## src/rtl/vector_store_serializer.sv

```systemverilog
// vector_store_serializer
// Captures one 8-lane vector and writes it to data memory one lane per
// accepted beat, lowest lane first, skipping lanes whose mask bit is clear.
// All outputs come from registers, so no input reaches an output in the
// same cycle.
module vector_store_serializer #(
  parameter int DATA_WIDTH = 32,
  parameter int ADDR_WIDTH = 32,
  parameter int ADDR_STEP  = 4
) (
  input  logic                  clk,
  input  logic                  rst,
  input  logic                  start,
  input  logic [ADDR_WIDTH-1:0] base_addr,
  input  logic [7:0]            lane_mask,
  input  logic [DATA_WIDTH-1:0] lane1,
  input  logic [DATA_WIDTH-1:0] lane2,
  input  logic [DATA_WIDTH-1:0] lane3,
  input  logic [DATA_WIDTH-1:0] lane4,
  input  logic [DATA_WIDTH-1:0] lane5,
  input  logic [DATA_WIDTH-1:0] lane6,
  input  logic [DATA_WIDTH-1:0] lane7,
  input  logic [DATA_WIDTH-1:0] lane8,
  input  logic                  mem_ready,
  output logic                  mem_we,
  output logic [ADDR_WIDTH-1:0] mem_addr,
  output logic [DATA_WIDTH-1:0] mem_wdata,
  output logic                  busy,
  output logic                  done
);

  typedef enum logic [1:0] {
    IDLE = 2'd0,
    SEND = 2'd1,
    DONE = 2'd2
  } state_t;

  state_t                state_q, state_d;
  logic [2:0]            idx_q, idx_d;
  logic [ADDR_WIDTH-1:0] base_q, base_d;
  logic [7:0]            mask_q, mask_d;
  logic [DATA_WIDTH-1:0] lane_q [8];
  logic [DATA_WIDTH-1:0] lane_d [8];
  logic [ADDR_WIDTH-1:0] addr_q, addr_d;
  logic [DATA_WIDTH-1:0] wdata_q, wdata_d;
  logic [DATA_WIDTH-1:0] lane_in [8];
  logic [3:0]            nxt;

  // Lowest set bit of m at position >= from; result is {found, index}.
  // A start position of 8 or more finds nothing.
  function automatic logic [3:0] find_set(input logic [7:0] m,
                                          input logic [3:0] from);
    logic [3:0] r;
    r = 4'b0000;
    for (int k = 7; k >= 0; k--) begin
      if (k >= int'(from) && m[k]) begin
        r = {1'b1, 3'(k)};
      end
    end
    return r;
  endfunction

  // Byte address of a lane; the sum wraps modulo 2^ADDR_WIDTH.
  function automatic logic [ADDR_WIDTH-1:0] lane_addr(
      input logic [ADDR_WIDTH-1:0] base,
      input logic [2:0]            idx);
    logic [ADDR_WIDTH-1:0] off;
    off = ADDR_WIDTH'(idx) * ADDR_WIDTH'(ADDR_STEP);
    return base + off;
  endfunction

  // Gather the discrete lane ports into an indexable array.
  always_comb begin
    lane_in[0] = lane1;
    lane_in[1] = lane2;
    lane_in[2] = lane3;
    lane_in[3] = lane4;
    lane_in[4] = lane5;
    lane_in[5] = lane6;
    lane_in[6] = lane7;
    lane_in[7] = lane8;
  end

  // Next-state logic: capture on start, step through set mask bits on
  // accepted beats, and pre-compute the next beat's address and data.
  always_comb begin
    state_d = state_q;
    idx_d   = idx_q;
    base_d  = base_q;
    mask_d  = mask_q;
    lane_d  = lane_q;
    addr_d  = addr_q;
    wdata_d = wdata_q;
    nxt     = 4'b0000;

    case (state_q)
      IDLE: begin
        if (start) begin
          base_d = base_addr;
          mask_d = lane_mask;
          lane_d = lane_in;
          nxt    = find_set(lane_mask, 4'd0);
          if (nxt[3]) begin
            state_d = SEND;
            idx_d   = nxt[2:0];
            addr_d  = lane_addr(base_addr, nxt[2:0]);
            wdata_d = lane_in[nxt[2:0]];
          end else begin
            // Empty mask: nothing to write, just report completion.
            state_d = DONE;
          end
        end
      end

      SEND: begin
        // Without mem_ready everything holds so the beat stays stable.
        if (mem_ready) begin
          nxt = find_set(mask_q, {1'b0, idx_q} + 4'd1);
          if (nxt[3]) begin
            idx_d   = nxt[2:0];
            addr_d  = lane_addr(base_q, nxt[2:0]);
            wdata_d = lane_q[nxt[2:0]];
          end else begin
            state_d = DONE;
          end
        end
      end

      DONE: begin
        state_d = IDLE;
      end

      default: begin
        state_d = IDLE;
      end
    endcase
  end

  // State and capture registers; reset abandons any store in flight.
  always_ff @(posedge clk) begin
    if (rst) begin
      state_q <= IDLE;
      idx_q   <= 3'd0;
      base_q  <= '0;
      mask_q  <= 8'h00;
      addr_q  <= '0;
      wdata_q <= '0;
      for (int k = 0; k < 8; k++) begin
        lane_q[k] <= '0;
      end
    end else begin
      state_q <= state_d;
      idx_q   <= idx_d;
      base_q  <= base_d;
      mask_q  <= mask_d;
      addr_q  <= addr_d;
      wdata_q <= wdata_d;
      for (int k = 0; k < 8; k++) begin
        lane_q[k] <= lane_d[k];
      end
    end
  end

  assign mem_we    = (state_q == SEND);
  assign busy      = (state_q != IDLE);
  assign done      = (state_q == DONE);
  assign mem_addr  = addr_q;
  assign mem_wdata = wdata_q;

endmodule

```

## config.mk

```make
export PLATFORM = sky130hd
export DESIGN_NAME = vector_store_serializer
export DESIGN_NICKNAME = d
export VERILOG_FILES = /design/src/rtl/vector_store_serializer.sv
export SDC_FILE = /design/constraint.sdc
export NUM_CORES = 1
export LEC_CHECK = 0
export ABC_AREA = 0
export CAP_MARGIN = 20
export CELL_PAD_IN_SITES_DETAIL_PLACEMENT = 1
export CELL_PAD_IN_SITES_GLOBAL_PLACEMENT = 1
export CORE_MARGIN = 5
export CORE_UTILIZATION = 41
export DETAILED_ROUTE_END_ITERATION = 12
export PLACE_DENSITY_LB_ADDON = 0.12
export SYNTH_ARGS = -nofsm -noshare
export SYNTH_HDL_FRONTEND = slang
export SYNTH_SLANG_ARGS = --single-unit
```

## constraint.sdc

```tcl
create_clock -name clk -period 11.3 [get_ports clk]
set_clock_uncertainty 0.15 [all_clocks]
set_input_delay 2.825 -clock clk [delete_from_list [all_inputs] [get_ports clk]]
set_output_delay 2.825 -clock clk [all_outputs]
set_load 0.03 [all_outputs]
```

======== Yosys cells after proc, flatten, opt, wreduce, memory -nomap -nowiden ========
Cells that the tools add are included.
storage, ports and cells
  flip-flop bits (word level) ............. 365
  output and inout port bits .............. 67
  word-level logic and storage cells ...... 96
operators by class
  add/sub/neg operators ................... 3
  magnitude comparators ................... 10
  eq/ne operators ......................... 7
  mux-type cells .......................... 46
  bitwise operators ....................... 2
  reductions and logical operators ........ 14
operators by type and width
  cell                                                               count
  2-to-1 mux 32 bit                                                  12
  binary-select mux 32 bit (select 3 bit)                            2
  one-hot mux 32 bit (2 select lines)                                2
  2-to-1 mux 4 bit                                                   20
  adder 32 x 5 -> 32 bit                                             2
  greater-or-equal comparator 3 x 4 -> 1 bit (first input constant)  4
  2-to-1 mux 3 bit                                                   4
  greater-or-equal comparator 1 x 4 -> 1 bit (first input constant)  2
  greater-or-equal comparator 2 x 4 -> 1 bit (first input constant)  2
  greater-or-equal comparator 4 bit (second input constant)          2
  logical AND 1 bit                                                  8
  2-to-1 mux 2 bit                                                   4
  != test 2 bit (second input constant)                              4
  inverter 3 -> 4 bit                                                2
  one-hot mux 3 bit (2 select lines)                                 1
  AND reduction 5 bit                                                1
  adder 3 x 1 -> 4 bit (second input constant)                       1
  one-hot mux 2 bit (2 select lines)                                 1
  nonzero test 2 bit                                                 2
  AND reduction 3 bit                                                1
  equality test 2 x 1 -> 1 bit (second input constant)               1
  equality test 2 bit (second input constant)                        1
  logical NOT 2 bit                                                  1
  != test 2 x 1 -> 1 bit (second input constant)                     1
  AND reduction 2 bit                                                1

======== Depth between registers and ports, before layout ========
Gate-level depths: netlist of run 1.
  word-level depth ........................ 20
  mapped depth ............................ 19

======== Worst setup path before layout of run 1 ========
No wires, ideal clock.
  kind .................................... input to register
  from .................................... in lane_mask[4]
  to ...................................... reg addr_q[24] (netlist: mem_addr[24])
  setup time .............................. 128 ps
  arrival time ............................ 5715 ps
  required time ........................... 11022 ps
  path slack .............................. 5308 ps
  cell stages on the path ................. 14
  cells stage by stage .................... o31ai_1 > nor3b_1 > clkbuf_1 > clkbuf_1 > inv_1 > fa_1 > nor2b_1 > o21bai_1 > clkbuf_1 > nor4_1 > xnor2_1 > nand2_1 > a22oi_1 > nor2_1
between the ends
  word-level cells in the longest chain between the ends .. 11
RTL lines
  item                                 RTL line  RTL
  from (decl)                          15        input logic [7:0] lane_mask,
  2-to-1 mux 4 bit * (5 in a row)      56        if (k >= int'(from) && m[k]) begin
  2-to-1 mux 4 bit *                   98        if (start) begin
  2-to-1 mux 4 bit *                   96        case (state_q)
  adder 32 x 5 -> 32 bit               69        return base + off;
  2-to-1 mux 32 bit                    103       if (nxt[3]) begin
  2-to-1 mux 32 bit                    98
  one-hot mux 32 bit (2 select lines)  96
  to (signal assigned)                 156       addr_q <= addr_d;
  to (decl)                            44        logic [ADDR_WIDTH-1:0] addr_q, addr_d;
Every way passes the cells marked *; elsewhere a longest branch is shown, timed or not. The select of a mux whose other input is x is not followed.
A chain may end at the register's enable or synchronous reset.

======== Worst setup path in the final report of run 1 ========
  from .................................... in lane_mask[6]
  to ...................................... reg addr_q[28] (netlist: mem_addr[28])
between the ends
  word-level cells in the longest chain between the ends .. 13
RTL lines
  item                                 RTL line
  2-to-1 mux 4 bit * (7 in a row)      56
  2-to-1 mux 4 bit *                   98
  2-to-1 mux 4 bit *                   96
  adder 32 x 5 -> 32 bit               69
  2-to-1 mux 32 bit                    103
  2-to-1 mux 32 bit                    98
  one-hot mux 32 bit (2 select lines)  96
Marks and branches as above.

==> metrics.md, run 1 <==
| Metric | Value |
|---|---|
| Storage cell area | roughly 7300 µm² |
| Fill count | approximately 5600 |
| Max-cap viol count | 0 |
| DRC violations left | 0 |
| Rows | ~80 |
| EDFF count, synth | 0 |
| Req. time, crit path | about 12000 ps |
| Die Wd | approximately 230 µm |
| Slew @ Worst Pin | roughly 1400 ps |
| Worst hold-check path type | flip-flop to flip-flop |
| Antenna Nets Post-Route | 0 |
| Hold slack | 302 ps |
| Total power | 3.89 mW |
| Synthesized area per cell | approximately 7.6 µm² |
| Synth Instances | around 2500 |
| Crit path capture | mem_addr[28] |
| Post-DP HPWL | approximately 54000 µm |
| Core Box Area | about 46000 µm² |
| Setup ws final | 4370 ps |
| Hold_buf cts | 0 |
| Multi-input logic area | 10800 µm² |
| Share of layout cells above drive strength 1 | 0.0655 |
| Vias per cell | 6.03 |
| Synth top area cells | dfxtp_1 38%, nand2_1 16%, a21oi_1 8.7%, mux2i_1 3.6%, clkbuf_1 3.5% |
| Max frequency | approximately 0.14 GHz |
| R2R cell count | 18 |
| Final hold vios | 0 |
| Depth of the CTS H-tree | 2 |
| CP endpoint kind | flip-flop |
| Die area | 50800 µm² |
| Crit path max-delay cell type | o21ba_2 |
| Wirelength per Cell | 24.8 µm |
| Post-synth cell types | 70 |
| Crit path launch type | primary input |
| Peak VDD IR | approximately 0.12 mV |
| Initial Utilization | 0.411 |
| Flop-to-flop setup slack | 5020 ps |
| Clk Latency, worst-skew pair | roughly 570 ps |
| Worst Setup SP | lane_mask[6] |
| Lkg Pwr | 8.74 nW |
| Setup TNS | 0 ps |
| Post-synth top area cell | dfxtp_1 |
| CTS Root Cell | clkbuf_16 |
| First-pass GRT wire length | 124000 µm |
| Vias in the first global route | 21100 |
| Pin count of the biggest net entering global routing | roughly 250 |
| Die Ht | between 200 and 250 µm |
| Initial DRC Count | 1631 |
| WL final | about 83000 µm |
| Post-CTS setup repair buffer count | 0 |
| Setup violations, final | 0 |
| # IOs | 367 |
| Port Buffers | between 300 and 400 |
| Clock-pin transition on the worst setup and hold timing paths | around 60 ps |
| Total clock sinks | 365 |
| DR pass1 iterations | 6 |
| Yosys warnings | 0 |
| Initial antenna violation count | 7 |
| Deepest clock path buffer count | 3 |
| Tcrit/Tclk final | 0.613 |
| Slew Viols, Final | 0 |
| CTS tree | built |
| Post-Syn Nets | between 2000 and 3000 |
| Crit path largest cell delay | 850 ps |
| Synth Register Bits | about 370 |
| Worst EP arrival | around 7000 ps |
| Critical path class | primary input to flip-flop |
| Relative slew slack | 0.0846 |
| Via count | about 20000 |
| Layout area overhead | 27.6% |
| Overall global routing resource usage | 0.310 |
| Unrepaired setup endpoints after global routing | no |
| Asr flop ratio synth | 0 |
| Reg2reg start | idx_q[0] |
| Crit-path cells | clkdlybuf4s50_1, nand2b_1, a21oi_1, o21ba_2, nor2_1, nor2_1, ha_1, inv_1, fa_1, nor2b_1, o21bai_1, nor4_1, xnor2_1, nand2_1, o211ai_1, a21oi_1 |
| Status | finished, final reports clean |
| Grt total ovfl | 0 |
| Pwr dens | between 150 and 200 nW/µm² |
| Yosys top cell area share | 0.384 |
| Synth Flop Type | dfxtp_1 |
| Mapped cell area | roughly 19000 µm² |
| Post-synthesis sequential area ratio | 0.384 |
| Reg-to-Reg End | mem_addr[20] |
| # nets final | 3013 |
| Total CTS buffers | 43 |
| Worst slack, placed | between 3000 and 4000 ps |
| CTS resizes | 0 |
| Gpl congestion | around 0.9 |
| Max FO, Critical Path | 32 |
| Tmin final | about 6900 ps |
==> critical path, delay by kind of cell <==
kind / cells / cell delay (ps)
AOI/OAI and AO/OA: 5 / 1810
adders and majority gates: 2 / 600
and+or+nand+nor: 6 / 1240
xor gates and xnor gates: 1 / 160
buffers and inverters: 2 / 520
==> sequential cells by signal, summed over array words and instances (netlist names) <==
name	cells
mem_wdata	32
mask_q	8
mem_addr	32
idx_q	3
state_q	2
base_q	32
lane_q	256
==> logic make-up (layout without fill, tap and decap cells) <==
logic type	after synthesis	in the layout	share of synthesized area
buf+inv	251	492	0.0553
mux	68	68	0.0358
compound gates	759	759	0.281
simple gates	986	986	0.211
xor+xnor	51	51	0.0235
other cells	0	1	0
fa+ha+maj	12	12	0.00868
flops	365	365	0.384
==> cell type report <==
type                    instances  share of cell area
diodes                          1            0.000103
clock inverters                 6             0.00227
inverters                      22             0.00340
repair buffers                393               0.161
clock buffers                  71              0.0574
well taps                     607              0.0313
flip-flops and latches        365               0.301
multi-input cells            1876               0.443
==> power breakdown <==
part           total, mW  internal (mW)  leakage, nW  switching (mW)
clock               1.43          0.859        0.721           0.573
sequential          1.47           1.40         3.00          0.0705
combinational      0.990          0.358         5.01           0.632
total               3.89           2.61         8.74            1.28
==> synth_stat cells, types with 32 or more instances <==
library cell	count
nand2_1	791
dfxtp_1	365
a21oi_1	331
clkbuf_1	176
mux2i_1	68
nor2_1	62
nand4_1	41
a211oi_1	39
a311oi_1	36
xnor2_1	34
a211o_1	33
o22ai_1	33
o31a_1	33
o31ai_1	33
a311o_1	32
o2111a_1	32
o221ai_1	32
==> metal layers <==
metal  global-route usage  up-vias  part of all wire
li1                     -     9265                 -
met1                0.372     9938              0.39
met2                0.521      745              0.48
met3               0.0569      196             0.064
met4                0.180       12             0.064
met5                    0        -           0.00089
==> worst min path at each step <==
stage	startpoint	to	slack, ps	depth (start not counted)
after global placement	lane_q[214]	lane_q[214]	290	2
after floorplan	lane_q[192]	lane_q[192]	290	2
final	mem_addr[13]	mem_addr[13]	300	2
after CTS	mem_addr[13]	mem_addr[13]	310	2
after detailed placement	lane_q[223]	lane_q[223]	300	2
after global routing	mem_addr[12]	mem_addr[12]	320	2
==> cell usage in the layout, fill, tap and decap left out, types with 12 or more instances in the layout <==
cell type | Yosys | final
a311oi_1 | 36 | 36
a211o_1 | 33 | 33
nand4_1 | 41 | 41
o22ai_1 | 33 | 33
o221ai_1 | 32 | 32
nor4_1 | 13 | 12
o211ai_1 | 21 | 21
nand2_1 | 791 | 790
clkbuf_8 | 0 | 17
mux2i_1 | 68 | 68
o2111a_1 | 32 | 32
dfxtp_1 | 365 | 365
buf_4 | 15 | 22
nor2_1 | 62 | 62
o31a_1 | 33 | 32
clkbuf_16 | 0 | 45
xor2_1 | 17 | 17
inv_1 | 21 | 21
nand3_1 | 24 | 24
a31o_2 | 29 | 29
xnor2_1 | 34 | 34
nor3_1 | 12 | 12
a21oi_1 | 331 | 331
o31ai_1 | 33 | 33
clkdlybuf4s50_1 | 0 | 365
a211oi_1 | 39 | 39
a21bo_2 | 29 | 29
a311o_1 | 32 | 32
==> stage by stage <==
| stage | cell area [µm²] | utilization | std cells |
|---|---|---|---|
| global route | 24300 | 0.525 | 3340 |
| floorplan | 19000 | - | 2492 |
| finish | 24300 | 0.525 | 3341 |
| detailed placement | 22800 | 0.493 | 3261 |
| global placement | 22800 | 0.493 | 3261 |
| CTS | 24200 | 0.524 | 3338 |
No activity file was read; power rests on OpenSTA's default activity.
==> inputs of run 2 (changes only) <==
--- a/config.mk
+++ b/config.mk
@@ -10,7 +10,7 @@
 export CELL_PAD_IN_SITES_DETAIL_PLACEMENT = 1
 export CELL_PAD_IN_SITES_GLOBAL_PLACEMENT = 1
 export CORE_MARGIN = 5
-export CORE_UTILIZATION = 41
+export CORE_UTILIZATION = 35
 export DETAILED_ROUTE_END_ITERATION = 12
 export PLACE_DENSITY_LB_ADDON = 0.12
 export SYNTH_ARGS = -nofsm -noshare
==> constraint.sdc (replaced) <==
create_clock -name clk -period 6 [get_ports clk]
set_clock_uncertainty 0.15 [all_clocks]
set_input_delay 1.5 -clock clk [delete_from_list [all_inputs] [get_ports clk]]
set_output_delay 1.5 -clock clk [all_outputs]
set_load 0.03 [all_outputs]
==> run 2 against run 1 <==
Global-route usage fell by 3.3 points. Design area grew 1.0%. Clock power rose by 93%. Die area grew 16%. Power is 91% higher. Combinational power is 91% higher. Critical path depth is 2 lower. Setup slack worse by 3400 ps. Largest cell class unchanged. Core utilization down 6.9 points. Critical endpoint is now mem_addr[27]. First-iteration DRC count down 30%.
==> metrics.md, run 2 (synthesis gave the netlist of run 1 again) <==
| Metric | Value |
|---|---|
| Status | finished, final reports clean |
| Multi-input logic area | about 11000 µm² |
| CTS Root Cell | clkbuf_16 |
| Port Buffers | between 300 and 400 |
| DR pass1 iterations | 5 |
| WL final | between 80000 and 90000 µm |
| Total clock sinks | approximately 370 |
| Die Wd | roughly 240 µm |
| Grt total ovfl | 0 |
| CP delay by family, top | simple AND/OR/NAND/NOR gates |
| Vias in the first global route | around 21000 |
| Clk Latency, worst-skew pair | 590 ps |
| Pwr dens | just over 300 nW/µm² |
| Fill count | 6431 |
| Die area | between 50000 and 60000 µm² |
| Deepest clock path buffer count | 3 |
| Gpl congestion | 0.826 |
| Core Box Area | 53800 µm² |
| CP endpoint kind | flip-flop |
| Uppermost layer routed | met5 |
| Dpl cells | 3366 |
| Wirelength per Cell | approximately 25 µm |
| Via count | 20100 |
| Commonest non-fill, non-tap cell in the layout | nand2_1 |
| # IOs | approximately 370 |
| Levels on crit path | 14 |
| Total CTS buffers | 45 |
| Initial antenna violation count | 12 |
| Die Ht | between 200 and 250 µm |
| Biggest register | lane_q |
| Unrepaired setup endpoints after global routing | no |
| Max-cap viol count | 0 |
| M1 WL | about 35000 µm |
| Vias per cell | 5.84 |
| Initial Utilization | 0.354 |
| Layout area overhead | 28.9% |
| Lkg Pwr | between 8 and 9 nW |
| Slew @ Worst Pin | ~1100 ps |
| Met3 Wirelength | around 4700 µm |
| Setup TNS | 0 ps |
| Crit-path cells | clkdlybuf4s50_1, nand2b_1, a21oi_1, o21ba_2, nor2_1, nor2_1, ha_1, a21o_1, a21oi_1, nor4_1, nand4_1, xnor2_1, mux2i_1, o21ai_0 |
| Crit path max-delay cell type | nor4_1 |
| Antenna Nets Post-Route | 0 |
| Share of layout cells above drive strength 1 | 0.0680 |
| Non-Filler Instances | ~3400 |
| CTS resizes | 0 |
| Crit path largest cell delay | roughly 970 ps |
| Worst EP arrival | roughly 5400 ps |
| Setup violations, final | 0 |
| Pin count of the biggest net entering global routing | about 130 |
| Storage cell area | 7310 µm² |
| Final hold vios | 0 |
| Crit path launch type | primary input |
| Metal2 WL | ~42000 µm |
| DRC violations left | 0 |
| CTS tree | built |
| Crit path buf inv count | 1 |
| Tcrit/Tclk final | 0.839 |
| Tmin final | 5030 ps |
| Critical path class | primary input to flip-flop |
| Max FO, Critical Path | 11 |
| Most frequent cells in the layout | 790 x nand2_1, 365 x dfxtp_1, 365 x clkdlybuf4s50_1 |
| Slew Viols, Final | 0 |
| R2R cell count | 17 |
| First-pass GRT wire length | 129000 µm |
| Hold Path Stages | 2 |
| Worst hold-check path type | flip-flop to flip-flop |
| Post-DP HPWL | a little under 60000 µm |
| Largest register FFs | about 260 |
| Clock-pin transition on the worst setup and hold timing paths | approximately 60 ps |
| Overall global routing resource usage | 0.278 |
| Peak VDD IR | between 0.15 and 0.2 mV |
| Req. time, crit path | about 6400 ps |
| Depth of the CTS H-tree | 2 |
| Initial DRC Count | about 1100 |
| # nets final | a little over 3000 |
| Relative slew slack | 0.237 |
| Hold_buf cts | 0 |
| Max frequency | just under 0.2 GHz |
| Rows | 85 |
| Post-CTS setup repair buffer count | 0 |
run 2: metal layers:
layer / global-route usage / up-vias
li1: - / 9295
met1: 0.333 / 10100
met2: 0.480 / 577
met3: 0.0507 / 180
met4: 0.134 / 18
met5: 0 / -
run 2: final cells by class:
cell class	count	share of cell area
inverter	22	0.00337
clock inverter	8	0.00485
tap	696	0.0355
timing repair buffer	407	0.165
sequential	365	0.298
multi-input combinational	1876	0.438
antenna	3	0.000306
clock buffer	70	0.0548
run 2: power breakdown:
group	switching, mW	internal, mW	total, mW
Clock	1.10	1.66	2.76
Combinational	1.21	0.682	1.89
Sequential	0.139	2.63	2.77
Total	2.45	4.97	7.42
run 2: path summary, 6_finish.rpt:
check	endpoint	from	slack (ps)
hold / removal	mem_addr[17]	mem_addr[17]	300
setup reg to reg	mem_addr[18]	idx_q[0]	1110
hold reg to reg	mem_addr[17]	mem_addr[17]	300
setup / recovery	mem_addr[27]	lane_mask[7]	970
run 2: worst reg2reg max path, delay by kind of cell, from the launching register on:
| kind | cells | cell delay, ps |
|---|---|---|
| AO/OA/AOI/OAI | 6 | 1540 |
| flip-flops | 1 | 530 |
| AND/OR/NAND/NOR | 4 | 830 |
| XOR/XNOR | 1 | 160 |
| adder cells (fa/ha/maj) | 3 | 930 |
| buffers and inverters | 3 | 590 |
run 2: per-stage QoR:
stage / util / hold slack (ps) / setup slack, ps / power (mW) / instance area [µm²]
after floorplan: - / 286 / 1330 / 3.87 / 19000
after global placement: 0.428 / 291 / 564 / 4.66 / 23100
after detailed placement: 0.428 / 299 / 428 / 4.70 / 23100
after CTS: 0.455 / 307 / 1060 / 7.48 / 24500
after global routing: 0.456 / 321 / 780 / 7.72 / 24500
final: 0.456 / 303 / 968 / 7.42 / 24500
==> inputs of run 3 (changes only) <==
--- a/config.mk
+++ b/config.mk
@@ -10,7 +10,7 @@
 export CELL_PAD_IN_SITES_DETAIL_PLACEMENT = 1
 export CELL_PAD_IN_SITES_GLOBAL_PLACEMENT = 1
 export CORE_MARGIN = 5
-export CORE_UTILIZATION = 35
+export CORE_UTILIZATION = 38
 export DETAILED_ROUTE_END_ITERATION = 12
 export PLACE_DENSITY_LB_ADDON = 0.12
 export SYNTH_ARGS = -nofsm -noshare
==> constraint.sdc (replaced) <==
create_clock -name clk -period 5.2 [get_ports clk]
set_clock_uncertainty 0.15 [all_clocks]
set_input_delay 1.3 -clock clk [delete_from_list [all_inputs] [get_ports clk]]
set_output_delay 1.3 -clock clk [all_outputs]
set_load 0.03 [all_outputs]
==> run 3 against run 2 <==
Highest routed layer unchanged. Sequential power up 15%. First-iteration DRC count up 18%. Power up 19%.
==> metrics.md, run 3 (synthesis gave the netlist of run 1 again) <==
| Metric | Value |
|---|---|
| Vias in the first global route | around 21000 |
| Max FO, Critical Path | 11 |
| Worst Setup SP | idx_q[1] |
| Flop-to-flop setup slack | 780 ps |
| M3 GR Usage | 0.0558 |
| DRC violations left | 0 |
| Core Box Area | 49900 µm² |
| Reg-to-Reg End | mem_addr[16] |
| Port Buffers | ~370 |
| Hold slack | between 300 and 400 ps |
| Most frequent cells in the layout | 790 x nand2_1, 365 x dfxtp_1, 365 x clkdlybuf4s50_1 |
| Slew @ Worst Pin | between 1000 and 1500 ps |
| CTS resizes | 0 |
| Initial DRC Count | around 1400 |
| Tmin final | between 4000 and 5000 ps |
| Post-CTS setup repair buffer count | 0 |
| Multi-input logic area | ~11000 µm² |
| Worst hold-check path type | flip-flop to flip-flop |
| Grt total ovfl | 0 |
| Setup TNS | 0 ps |
| Status | finished, final reports clean |
| Rows | 82 |
| Max frequency | 0.226 GHz |
| Share of layout cells above drive strength 1 | 0.0730 |
| Met2 global-route usage | 0.520 |
| Storage cell area | ~7300 µm² |
| Relative slew slack | 0.273 |
| Antenna Nets Post-Route | 0 |
| Peak VDD IR | around 0.25 mV |
| Met1 usage | 0.347 |
| Biggest register | lane_q |
| Fill count | 5991 |
| WL final | 86800 µm |
| Pin count of the biggest net entering global routing | between 150 and 200 |
| First-pass GRT wire length | 127000 µm |
| Hold EP | mem_addr[14] |
| Final hold vios | 0 |
| Overall global routing resource usage | 0.301 |
| # nets final | 3033 |
| R2R cell count | 16 |
| CTS Root Cell | clkbuf_16 |
| Initial antenna violation count | 7 |
| Total clock sinks | between 300 and 400 |
| Hold Path Stages | 2 |
| Depth of the CTS H-tree | 2 |
| CTS tree | built |
| Die Wd | roughly 230 µm |
| Global routing's busiest layer | met2 |
| Post-DP HPWL | 58900 µm |
| Lkg Pwr | approximately 9 nW |
| Via count | between 20000 and 25000 |
| Clock-pin transition on the worst setup and hold timing paths | approximately 60 ps |
| DR pass1 iterations | 5 |
| Clk Latency, worst-skew pair | 590 ps |
| Setup violations, final | 0 |
| Pwr dens | 356 nW/µm² |
| # IOs | 367 |
| Worst EP arrival | between 4000 and 5000 ps |
| Req. time, crit path | between 5000 and 6000 ps |
| Critical path class | flip-flop to flip-flop |
| Tcrit/Tclk final | 0.850 |
| Crit path launch type | flip-flop |
| Commonest non-fill, non-tap cell in the layout | nand2_1 |
| Largest register FFs | 256 |
| Die area | between 50000 and 60000 µm² |
| Vias per cell | a little under 6 |
| Reg2reg start | idx_q[1] |
| Initial Utilization | 0.382 |
| Die Ht | about 230 µm |
| Unrepaired setup endpoints after global routing | no |
| Total power | approximately 8.8 mW |
| Slew Viols, Final | 0 |
| Wirelength per Cell | 25.3 µm |
| Utilization after layout | 0.496 |
| Gpl congestion | between 0.9 and 1 |
| Max-cap viol count | 0 |
| CP endpoint kind | flip-flop |
| Hold_buf cts | 0 |
| Deepest clock path buffer count | 3 |
| HP Start | mem_addr[14] |
| Layout area overhead | 30.1% |
| Total CTS buffers | 45 |
run 3: cell types whose count changed in the layout (fill, tap and decap cells not counted), moves of 2 or more:
cell / before / now
buf_12: 5 / 14
clkbuf_1: 15 / 8
clkbuf_8: 8 / 14
buf_4: 36 / 31
bufinv_16: 3 / 5
diode_2: 3 / 1
run 3: how the worst max path moves through the flow:
stage	to
global placement	mem_addr[20]
finish	mem_addr[16]
global route	mem_addr[16]
detailed placement	mem_addr[18]
CTS	mem_addr[16]
floorplan	mem_addr[24]
run 3: routing by layer:
| metal | part of all wire | vias to the layer above |
|---|---|---|
| met2 | 0.49 | 673 |
| li1 | - | 9314 |
| met4 | 0.066 | 14 |
| met5 | 0.0012 | - |
| met1 | 0.39 | 9922 |
| met3 | 0.055 | 234 |
run 3: area by class of cell:
cell class	instances	share of cell area
Timing Repair Buffer	411	0.169
Multi-Input combinational cell	1876	0.434
Tap cell	672	0.0340
Clock inverter	12	0.00773
Antenna cell	1	0.000101
Clock buffer	69	0.0565
Sequential cell	365	0.295
Inverter	22	0.00334
run 3: report_power, final:
group	switching [mW]	total [mW]	leakage (nW)	internal (mW)
combinational	1.42	2.22	5.14	0.804
sequential	0.158	3.19	3.00	3.04
clock	1.29	3.38	0.784	2.09
total	2.87	8.80	8.93	5.93
run 3: stage by stage:
step	instances	setup WS (ps)	instance area (µm²)
after floorplan	2492	733	19000
after global placement	3345	328	23100
after detailed placement	3345	250	23100
after CTS	3426	809	24700
after global routing	3427	476	24800
final	3428	779	24800
run 3: worst max-delay path: stages, from the launching register on:
cell and delay, ps:
dfxtp_1 520, ha_1 360, nor2_1 80, a21oi_2 600
a21o_1 210, nand3_4 90, inv_2 70, ha_1 170
inv_1 60, fa_1 410, nand2b_1 220, a211oi_1 480
and2_1 310, a21oi_1 100, o21ai_0 210, o211ai_1 130
a21oi_1 180
